===== config.mk =====
export PLATFORM = sky130hd
export DESIGN_NAME = counter_bank
export DESIGN_NICKNAME = d
export VERILOG_FILES = /design/src/rtl/counter_bank.sv
export SDC_FILE = /design/constraint.sdc
export NUM_CORES = 1
export LEC_CHECK = 0
export ABC_AREA = 1
export CORE_MARGIN = 1
export CORE_UTILIZATION = 54
export DETAILED_ROUTE_END_ITERATION = 8
export PLACE_DENSITY = 0.85
export SYNTH_ARGS = -nofsm -noshare
export SYNTH_HDL_FRONTEND = slang
export SYNTH_SLANG_ARGS = --single-unit

===== constraint.sdc =====
create_clock -name clk_i -period 1.87 [get_ports clk_i]
set_input_delay 0.374 -clock clk_i [delete_from_list [all_inputs] [get_ports clk_i]]
set_output_delay 0.374 -clock clk_i [all_outputs]
set_load 0.05 [all_outputs]

===== src/rtl/counter_bank.sv =====
// Bank of independent event counters sharing one enable and one load port.
// Each channel wraps or saturates and reports terminal count as pulse, toggle and sat level.
module counter_bank #(
   parameter  int WIDTH    = 8,
   parameter  int CHANNELS = 4,
   parameter  int SATURATE = 0,
   localparam int SEL_W    = (CHANNELS > 1) ? $clog2(CHANNELS) : 1
) (
   input  logic                      clk_i,
   input  logic                      rst_i,
   input  logic                      enable_i,
   input  logic [CHANNELS-1:0]       inc_i,
   input  logic [CHANNELS-1:0]       clr_i,
   input  logic                      load_i,
   input  logic [SEL_W-1:0]          load_sel_i,
   input  logic [WIDTH-1:0]          data_i,
   output logic [CHANNELS*WIDTH-1:0] count_o,
   output logic [CHANNELS-1:0]       wrap_o,
   output logic [CHANNELS-1:0]       toggle_o,
   output logic [CHANNELS-1:0]       sat_o
);

   localparam logic [WIDTH-1:0] CNT_MAX = '1;

   logic [WIDTH-1:0]    count_q [CHANNELS];
   logic [WIDTH-1:0]    count_d [CHANNELS];
   logic [CHANNELS-1:0] wrap_q, wrap_d;
   logic [CHANNELS-1:0] toggle_q, toggle_d;
   logic [CHANNELS-1:0] sat_q, sat_d;

   always_comb begin
      wrap_d   = '0;
      toggle_d = toggle_q;
      sat_d    = sat_q;
      for (int n = 0; n < CHANNELS; n++) begin
         count_d[n] = count_q[n];
         if (clr_i[n]) begin
            count_d[n] = '0;
            sat_d[n]   = 1'b0;
         end else if (enable_i && load_i && (load_sel_i == SEL_W'(n))) begin
            // Out-of-range selects never match any channel, so they fall through harmlessly.
            count_d[n] = data_i;
            sat_d[n]   = (SATURATE != 0) && (data_i == CNT_MAX);
         end else if (enable_i && inc_i[n]) begin
            if (SATURATE != 0) begin
               if (count_q[n] != CNT_MAX) begin
                  count_d[n] = count_q[n] + 1'b1;
                  if (count_q[n] == CNT_MAX - WIDTH'(1)) begin
                     wrap_d[n]   = 1'b1;
                     toggle_d[n] = ~toggle_q[n];
                     sat_d[n]    = 1'b1;
                  end
               end
            end else begin
               count_d[n] = count_q[n] + 1'b1;
               if (count_q[n] == CNT_MAX) begin
                  wrap_d[n]   = 1'b1;
                  toggle_d[n] = ~toggle_q[n];
               end
            end
         end
      end
   end

   always_ff @(posedge clk_i or negedge rst_i) begin
      if (!rst_i) begin
         for (int n = 0; n < CHANNELS; n++) count_q[n] <= '0;
         wrap_q   <= '0;
         toggle_q <= '0;
         sat_q    <= '0;
      end else begin
         for (int n = 0; n < CHANNELS; n++) count_q[n] <= count_d[n];
         wrap_q   <= wrap_d;
         toggle_q <= toggle_d;
         sat_q    <= sat_d;
      end
   end

   always_comb begin
      count_o = '0;
      for (int n = 0; n < CHANNELS; n++) count_o[n*WIDTH +: WIDTH] = count_q[n];
   end

   assign wrap_o   = wrap_q;
   assign toggle_o = toggle_q;
   assign sat_o    = sat_q;

endmodule


==> out/qor.yml, run 1 <==
num_vias: 2866
cts_buffers: 5
port_buffers: 61
critPathLaunch: "wrap_o[2]$_DFF_PN0_"
cts.clk_slew.worst_paths_ns: 0.08
status: "complete, no violations"
worstReg2RegStart: "count_o[9]$_DFFE_PN0P_"
areaGrowthSynthToFinish_pct: 27.4
place.gp.congestion: 0.902
fmax_mhz: 552
synth_area_mm2: 0.00272
drtAntennaViolNets: 0
crit_family: "buffers and inverters"
slew_headroom: 0.665
grt_overflow: 0
final_area_mm2: 0.00346
start_util: 0.568
drive_gt1_frac: 0.153
grt_pass1_wl_mm: 11.7
p_leak_nw: 1.85
cp.arrival_ns: 1.44
critical_path_class: "reg -> out"
cp-end-kind: "output port"
drt_iter0_markers: 239
syn_area_per_cell_um2: 6.43
antenna_found_initial: 0
clk_latency_ns: 0.30
fin_crit_ns: 1.81
path_max_fanout: 1
place_area_mm2: 0.00337
maxCapViolCount: 0
track_usage: 0.285
cts_htree_levels: 2
synthArstFlopShare: 1.00
holdCritPathClass: "in -> async"
via_per_inst: 5.08
slew_viol_final: 0
peakVddDrop_mv: 0.390
synth_cell_type_count: 29
yosys_warnings: 0
first_global_vias: 2580
ios: 66
tns_ns: 0
firstDrtPassIters: 5
hold_viol_final: 0
cts.sinks: 40
synth_flop_cell: "dfrtp_1"
num_rows: 25
rsz0062_at_grt: "false"
place_ws_ns: -0.000700
yosysSeqAreaShare: 0.368
worst-path-buf-inv: 1
routed_wl_mm: 6.96
place_inst: 556
hold_ws_ns: 0.0275
total_power_mw: 2.38
cp_cell_sequence: "clkdlybuf4s50_1"
power.density_mw_per_mm2: 687
worst_pin_slew_ns: 0.501
coreArea_mm2: 0.00479
required_ns: 1.50
cts_setup_buffers: 0
design.die.area_mm2: 0.00532
syn_inst: 423
grt_max_degree: 22
synth_edf_count: 0
cts.repair.resized: 0
crit_path_start_kind: "flop"
cts_tree: "done"
antenna_cells: 0
final_cell_mix: "nand2_1, inv_1, buf_4"
cp_slowest_cell: "clkdlybuf4s50_1"
clock_skew_ns: 0.00283
final_core_util: 0.724
fin_ws_ns: 0.0598
fin_crit_sh: 0.968
setup_viol: 0
fin_cells: 564
cts_hold_buf: 0
die_w_um: 73.0
routedWlPerCell_um: 12.3
synth-seq-cells: 40
nets: 522
max_stage_delay_ns: 0.80
cts_buffer_depth: 2
drc: 0
dp.final_hpwl_mm: 5.41
dieHeight_um: 73.0
cts_root_buffer: "clkbuf_8"
final_common_cell: "nand2_1"
## metal layers
metal / vias up / GRT usage / part of all wire
met5: - / 0 / 0
met4: 0 / 0.0697 / 0.0089
met3: 5 / 0.0497 / 0.042
met2: 92 / 0.496 / 0.50
met1: 1315 / 0.367 / 0.45
li1: 1454 / - / -
## cells by family (layout without fill, tap and decap cells)
kind of cell,Yosys count,after routing,share of synthesized area
AO/OA/AOI/OAI,42,42,0.0819
flip-flops,40,40,0.368
buffers and inverters,68,139,0.109
adder cells (fa/ha/maj),4,4,0.0184
AND/OR/NAND/NOR,268,268,0.422
other,1,4,0.00138
## cells in the mapped netlist (4+ instances only)
| cell | count | area, um^2 |
|---|---|---|
| nand4_1 | 4 | 25.0 |
| a21oi_1 | 7 | 35.0 |
| o21ai_0 | 19 | 95.1 |
| o21ai_1 | 10 | 50.1 |
| ha_1 | 4 | 50.1 |
| nand2_2 | 6 | 37.5 |
| dfrtp_1 | 40 | 1000 |
| inv_2 | 4 | 15.0 |
| nand3_1 | 45 | 225 |
| inv_1 | 51 | 191 |
| nand2_1 | 157 | 589 |
| nor2_1 | 43 | 161 |
| buf_4 | 5 | 37.5 |
## layout make-up
class	instances	area, um^2
Clock buffer	8	90.1
Fill cell	410	1320
Inverter	57	216
Multi-Input combinational cell	318	1430
Sequential cell	40	1000
Tap cell	67	83.8
Timing Repair Buffer	74	638
## flip-flops by register name, indices dropped and copies added, names as in the netlist
name and cells:
count_o 32, wrap_o 4, toggle_o 4
## power breakdown
group          internal, mW  switching, mW
Sequential            0.927         0.0876
Combinational         0.249          0.504
Clock                 0.301          0.309
Total                  1.48          0.901
## final timing paths
check | depth (start not counted) | slack [ns] | to
max | 1 | 0.06 | wrap_o[2]
min | 1 | 0.03 | count_o[15]$_DFFE_PN0P_
max reg2reg | 6 | 0.43 | toggle_o[1]$_DFFE_PN0P_
min reg2reg | 2 | 0.52 | toggle_o[0]$_DFFE_PN0P_
max in group asynchronous | 2 | 1.36 | count_o[20]$_DFFE_PN0P_
min in group clk_i | 2 | 0.52 | toggle_o[0]$_DFFE_PN0P_
No activity file was read; power rests on OpenSTA's default activity.
==> run 2, diff against run 1 <==
Settings changed: SLEW_MARGIN set to 20.
==> results of run 2 <==
The final DEF is identical to that of run 1; final timing and power are the same.
==> variant 1, RTL diff (settings of run 1) <==
Change the parameter `SATURATE` from 0 to 1.
--- a/src/rtl/counter_bank.sv
+++ b/src/rtl/counter_bank.sv
@@ -3,7 +3,7 @@
 module counter_bank #(
    parameter  int WIDTH    = 8,
    parameter  int CHANNELS = 4,
-   parameter  int SATURATE = 0,
+   parameter  int SATURATE = 1,
    localparam int SEL_W    = (CHANNELS > 1) ? $clog2(CHANNELS) : 1
 ) (
    input  logic                      clk_i,
Formal check against the unedited RTL: not equivalent (a bounded check fails within 4 cycles, from zero or initial values and one cycle with rst_i low).
==> variant 1 against run 1 <==
Worst setup slack worse by 0.011 ns. Area after synthesis is 18% higher. Largest cell class unchanged. Routed wire length rose by 21%. Final area increased by 16%. Non-clock buffer count is 12 higher. Via count rose by 18%. Critical path depth did not move. Synthesized cell count up 16%. Final cell count increased by 15%. Sequential cell count rose by 4. Power is 12% higher. Count of clock-buffer cells in the layout fell by 2. Die area increased by 17%.
==> variant 1: results (changes against run 1) <==
| Metric | Value |
|---|---|
| Relative max-transition margin | `60.72% (-5.8 points)` |
| Switching Fraction | `37.10% (-0.77 points)` |
| Hold/Removal Path Class | `in -> async` |
| H-tree Lvls | `2 (unchanged)` |
| First-pass GRT wire length | `14300 microns (+22%)` |
| Total length of routed wires | `8397 microns (+21%)` |
| Post-synthesis mux area share | `0% (unchanged)` |
| Reg-to-Reg End | `count_o[17]` |
| Placer Congestion | `0.8645 (-4.1%)` |
| Slowest stage delay, CP | `0.80 ns (about the same)` |
| Tot GR Track Use | `29.06% (+0.57 points)` |
| Unique masters post-synth | `23 (-21%)` |
| Clock root buffer | `clkbuf_8` |
| Largest net degree at the start of global routing | `45 (+100%)` |
| CP top delay family | `buffers and inverters` |
| DP HPWL | `6356 microns (+17%)` |
| CP max-delay cell | `clkdlybuf4s50_1` |
| Status | `finished clean` |
| CP Max Fanout | `1 (unchanged)` |
| Ys async rst share | `100.0% (unchanged)` |
| Initial antenna violation count | `0 (unchanged)` |
| Port Buffers | `65 (+6.6%)` |
| Pre-antenna DRT Iters | `5 (unchanged)` |
| Nets | `607 (+16%)` |
| Synth top cells by count | `nand2_1 (164), nand3_1 (77), inv_1 (72), dfrtp_1 (44), nor2_1 (42)` |
| CTS Buffer Depth | `2 (unchanged)` |
| Initial DRC Count | `173 (-28%)` |
| VDD IR max | `405.2 uV (+3.9%)` |
| Xor/xnor share of the synthesized area | `0.8210% (+0.82 points)` |
| Worst r2r src | `count_o[16]` |
| Worst R2R Setup Slack | `0.28 ns (-0.15 ns)` |
| Main synth FF type | `dfrtp_1` |
| Worst-path clk slew | `~0.090 ns` |
| Arr. time, crit path | `about 1.5 ns` |
| Post-synth EDFFs | `0 (unchanged)` |
| CTS Buf Count | `5 (unchanged)` |
| Synth warnings | `0 (unchanged)` |
| Share of cells above drive strength 1 | `15.74% (+0.45 points)` |
| Post-synthesis adder-cell area fraction | `3.127% (+1.3 points)` |
| Vias in the first global route | `3199 (+24%)` |
| Worst Skew | `0.006343 ns (+0.003514 ns)` |
| Seq/Total Area, Yosys | `34.40% (-2.4 points)` |
| Clk_lat worst skew | `about 0.31 ns` |
| Diode count | `0 (unchanged)` |
| Max reg flops | `32 (unchanged)` |
| Worst hold margin | `0.1384 ns (+0.1109 ns)` |
| Top cells by area, synth | `dfrtp_1 (34%), nand2_1 (19%), nand3_1 (12%)` |
| Net Count, Synth | `between 500 and 600` |
| Vias/cell | `5.206 (+2.5%)` |
| Reg2reg path depth | `9 (+3)` |
| Synth Area in Compound Gates | `5.629% (-2.6 points)` |
| Leak pwr | `2.236 nW (+21%)` |
==> variant 1: timing repair <==
action	4_1_cts	5_1_grt
endpoints found under the setup margin	0	1
resized for setup	0	1
setup buffers	0	0
==> variant 1: layer usage <==
layer  global-route usage, %  routed length, microns
met3                   4.368                     358
met1                   36.02                    3637
met5                       0                       0
met2                   51.47                    4284
met4                   9.273                     116
==> variant 1: stage by stage <==
| step | cell area (sq um) | instances | utilization, % | setup WS (ns) | TNS, ns |
|---|---|---|---|---|---|
| 2_1_floorplan | 3201 | 492 | - | 0.1258 | 0 |
| 3_3_place_gp | 3923 | 642 | 69.95 | 0.02335 | 0 |
| 3_5_place_dp | 3923 | 642 | 69.95 | -0.04828 | -0.3261 |
| 4_1_cts | 4030 | 650 | 71.87 | 0.03115 | 0 |
| 5_1_grt | 4033 | 650 | 71.91 | 0.02582 | 0 |
| 6_report | 4033 | 650 | 71.91 | 0.04912 | 0 |
==> variant 1: cell families after synthesis <==
group / count (synthesis)
xor gates and xnor gates: 3
buffers and inverters: 86
AOI/OAI and AO/OA: 36
and+or+nand+nor: 315
adders and majority gates: 8
DFF: 44
==> variant 1: worst register-to-register path, delay by kind of cell (launching register included) <==
kind	cells	cell delay [ns]
DFF	1	0.45
and+or+nand+nor	6	0.57
AOI/OAI and AO/OA	1	0.07
buffers and inverters	1	0.16
adders and majority gates	1	0.27
==> variant 1: layout make-up <==
| class | instances | area, sq um |
|---|---|---|
| multi-input combinational | 362 | 1730 |
| fill | 478 | 1575 |
| sequential | 44 | 1101 |
| timing repair buffer | 86 | 705.7 |
| inverter | 78 | 297.8 |
| tap | 72 | 90.09 |
| clock buffer | 6 | 72.57 |
| clock inverter | 2 | 35.03 |
==> variant 1: power groups by stage <==
| stage | clock network, W | logic, W | registers, W |
|---|---|---|---|
| after floorplan | 0 | 0.000305 | 0.00133 |
| after global routing | 0.000797 | 0.000861 | 0.00114 |
| final | 0.000753 | 0.000790 | 0.00112 |
| after detailed placement | 0 | 0.000785 | 0.00114 |
| after CTS | 0.000759 | 0.000790 | 0.00112 |
| after global placement | 0 | 0.000769 | 0.00114 |
==> variant 1: how the worst max path moves through the flow <==
stage / endpoint / depth (start not counted) / startpoint / slack, ns
3_5_place_dp: count_o[9] / 9 / enable_i / -0.05
5_1_grt: wrap_o[0] / 1 / wrap_o[0] / 0.03
2_1_floorplan: count_o[4] / 8 / count_o[1] / 0.13
4_1_cts: sat_o[2] / 1 / sat_o[2] / 0.03
3_3_place_gp: count_o[15] / 9 / enable_i / 0.02
6_report: wrap_o[2] / 1 / wrap_o[2] / 0.05
==> variant 2, RTL diff (config.mk and constraints of run 1) <==
Without the edit above. Reset style: synchronous (`rst_i`), changed in one clocked block.
--- a/src/rtl/counter_bank.sv
+++ b/src/rtl/counter_bank.sv
@@ -62,7 +62,7 @@
       end
    end
 
-   always_ff @(posedge clk_i or negedge rst_i) begin
+   always_ff @(posedge clk_i) begin
       if (!rst_i) begin
          for (int n = 0; n < CHANNELS; n++) count_q[n] <= '0;
          wrap_q   <= '0;
Behaviour: differs if rst_i is asserted again (counterexample within 4 cycles, from zero or initial values and one cycle with rst_i low); with rst_i held inactive, the same outputs for 4 cycles.
==> variant 2 against run 1 <==
Area after synthesis decreased by 8.1%. Global-route usage decreased by 0.49 points. Count of clock-buffer cells in the layout is 1 lower. Final area decreased by 6.8%. Worst setup slack worse by 0.013 ns. Maximum frequency is 0.74% lower. Routed wire length is 4.5% lower. Utilization is 0.76 points higher. Register-to-register slack improved by 0.03 ns. Sequential cell count stayed put. First-iteration DRC count fell by 36%. Critical endpoint is now toggle_o[1].
Power is not compared: it rests on default switching activity, and its combinational part moved more than twofold at a synthesized area within 25%.
==> variant 2: results (changes against run 1) <==
| Metric | Value |
|---|---|
| Status | `finished clean` |
| Post-synthesis mux area share | `0% (unchanged)` |
| Unique masters post-synth | `24 (-17%)` |
| Worst Skew | `0.009994 ns (+0.007165 ns)` |
| Seq/Total Area, Yosys | `32.03% (-4.8 points)` |
| Max reg flops | `32 (unchanged)` |
| CP Max Fanout | `2 (+1)` |
| Top cells by area, synth | `dfxtp_1 (32%), nand2_1 (19%), inv_1 (9.9%)` |
| Least-Margin Pin Slew | `0.5108 ns (+0.009987 ns)` |
| Detailed-route via count | `2785 (-2.8%)` |
| CTS Buffer Depth | `2 (unchanged)` |
| Tot GR Track Use | `28.00% (-0.49 points)` |
| Post-synthesis adder-cell area fraction | `2.002% (+0.16 points)` |
| Vias in the first global route | `2422 (-6.1%)` |
| CTS tree | `done` |
| Fin cells | `533 (-5.5%)` |
| Share of cells above drive strength 1 | `12.89% (-2.4 points)` |
| Layout filler cell count | `370 (-9.8%)` |
| Nets | `506 (-3.1%)` |
| Initial antenna violation count | `0 (unchanged)` |
| Placer Congestion | `0.8670 (-3.9%)` |
| Leak pwr | `around 1.6 nW` |
| Synth Area in Compound Gates | `8.258% (+0.067 points)` |
| Initial DRC Count | `154 (-36%)` |
| Ys async rst share | `0% (-100 points)` |
| Synth warnings | `0 (unchanged)` |
| VDD IR max | `approximately 400 uV` |
| Diode count | `0 (unchanged)` |
| H-tree Lvls | `2 (unchanged)` |
| Slowest stage delay, CP | `~0.81 ns` |
| Hold/Removal Path Class | `reg -> reg` |
| Total length of routed wires | `6646 microns (-4.5%)` |
| Clock root buffer | `clkbuf_8` |
| Register with the most flip-flops | `count_q` |
| CP top delay family | `buffers and inverters` |
| Worst-path clk slew | `0.09 ns` |
| Synth Instances | `410 (-3.1%)` |
| Clk_lat worst skew | `0.30 ns (about the same)` |
| CTS Buf Count | `5 (unchanged)` |
| Largest net degree at the start of global routing | `14 (-36%)` |
| Xor/xnor share of the synthesized area | `2.452% (+2.5 points)` |
| Pre-antenna DRT Iters | `6 (+1)` |
| Arr. time, crit path | `1.45 ns` |
| First-pass GRT wire length | `11010 microns (-6.1%)` |
| CP max-delay cell | `clkdlybuf4s50_1` |
| Port Buffers | `61 (unchanged)` |
| Main synth FF type | `dfxtp_1` |
| Synth top cells by count | `nand2_1 (128), inv_1 (66), nand3_1 (46), nor2_1 (43), dfxtp_1 (40)` |
| DP HPWL | `4918 microns (-9.1%)` |
==> variant 2: cell count changes in the layout (fill, tap and decap cells not counted), moves of 5 or more <==
cell     change
buf_4        -9
nand2_1     -29
dfrtp_1     -40
inv_1       +15
xor2_1       +7
dfxtp_1     +40
nand4_1      +5
o21ai_1     -10
a21oi_1     +13
==> variant 2: path summary, 6_finish.rpt <==
check | slack, ns | end | startpoint | depth (start not counted)
worst max-delay path | 0.05 | toggle_o[1] | toggle_o[1] | 1
worst min-delay path | 0.52 | count_q[3][5] | count_q[3][5] | 2
worst max register to register | 0.46 | toggle_o[3] | count_q[3][1] | 8
worst min register to register | 0.52 | count_q[3][5] | count_q[3][5] | 2
==> variant 2: power by group <==
group	total, W	internal [W]	switching [W]
clock	0.000795	0.000472	0.000324
combinational	0.000274	0.0000965	0.000178
sequential	0.000875	0.000861	0.0000134
==> variant 2: metrics by stage <==
stage               util, %  setup slack, ns  area [sq um]
CTS                   73.07          0.01494          3226
floorplan                 -           0.2553          2511
global placement      70.21          0.06899          3099
global route          73.13          0.02046          3228
finish                73.13          0.04627          3228
detailed placement    70.21          0.01973          3099
==> variant 2: kinds of logic (layout without fill, tap and decap cells) <==
kind of cell | after synthesis | count (layout)
compound gates | 40 | 40
other cells | 1 | 4
flops | 40 | 40
buf+inv | 76 | 144
simple gates | 242 | 242
fa+ha+maj | 4 | 4
xor+xnor | 7 | 7
==> variant 2: final cells by class <==
type	instances	area, sq um	share of cell area (%)
multi-input cells	297	1393	43.14
flip-flops and latches	40	800.8	24.81
repair buffers	66	578.1	17.91
inverters	70	265.3	8.217
clock buffers	7	96.34	2.984
well taps	52	65.06	2.016
clock inverters	1	30.03	0.9302
==> variant 2: layer usage <==
layer / track usage (%) / share of wire [%] / vias up
met3: 5.628 / 6.7 / 9
met5: 0 / 0 / -
met4: 9.778 / 1.4 / 0
li1: - / - / 1412
met1: 35.40 / 43 / 1256
met2: 47.22 / 49 / 108
==> variant 2: what timing repair did <==
action,4_1_cts,5_1_grt
endpoints found under the setup margin,0,1
endpoints found under the hold margin,0,0
buffers inserted,0,0
resized for setup,0,1
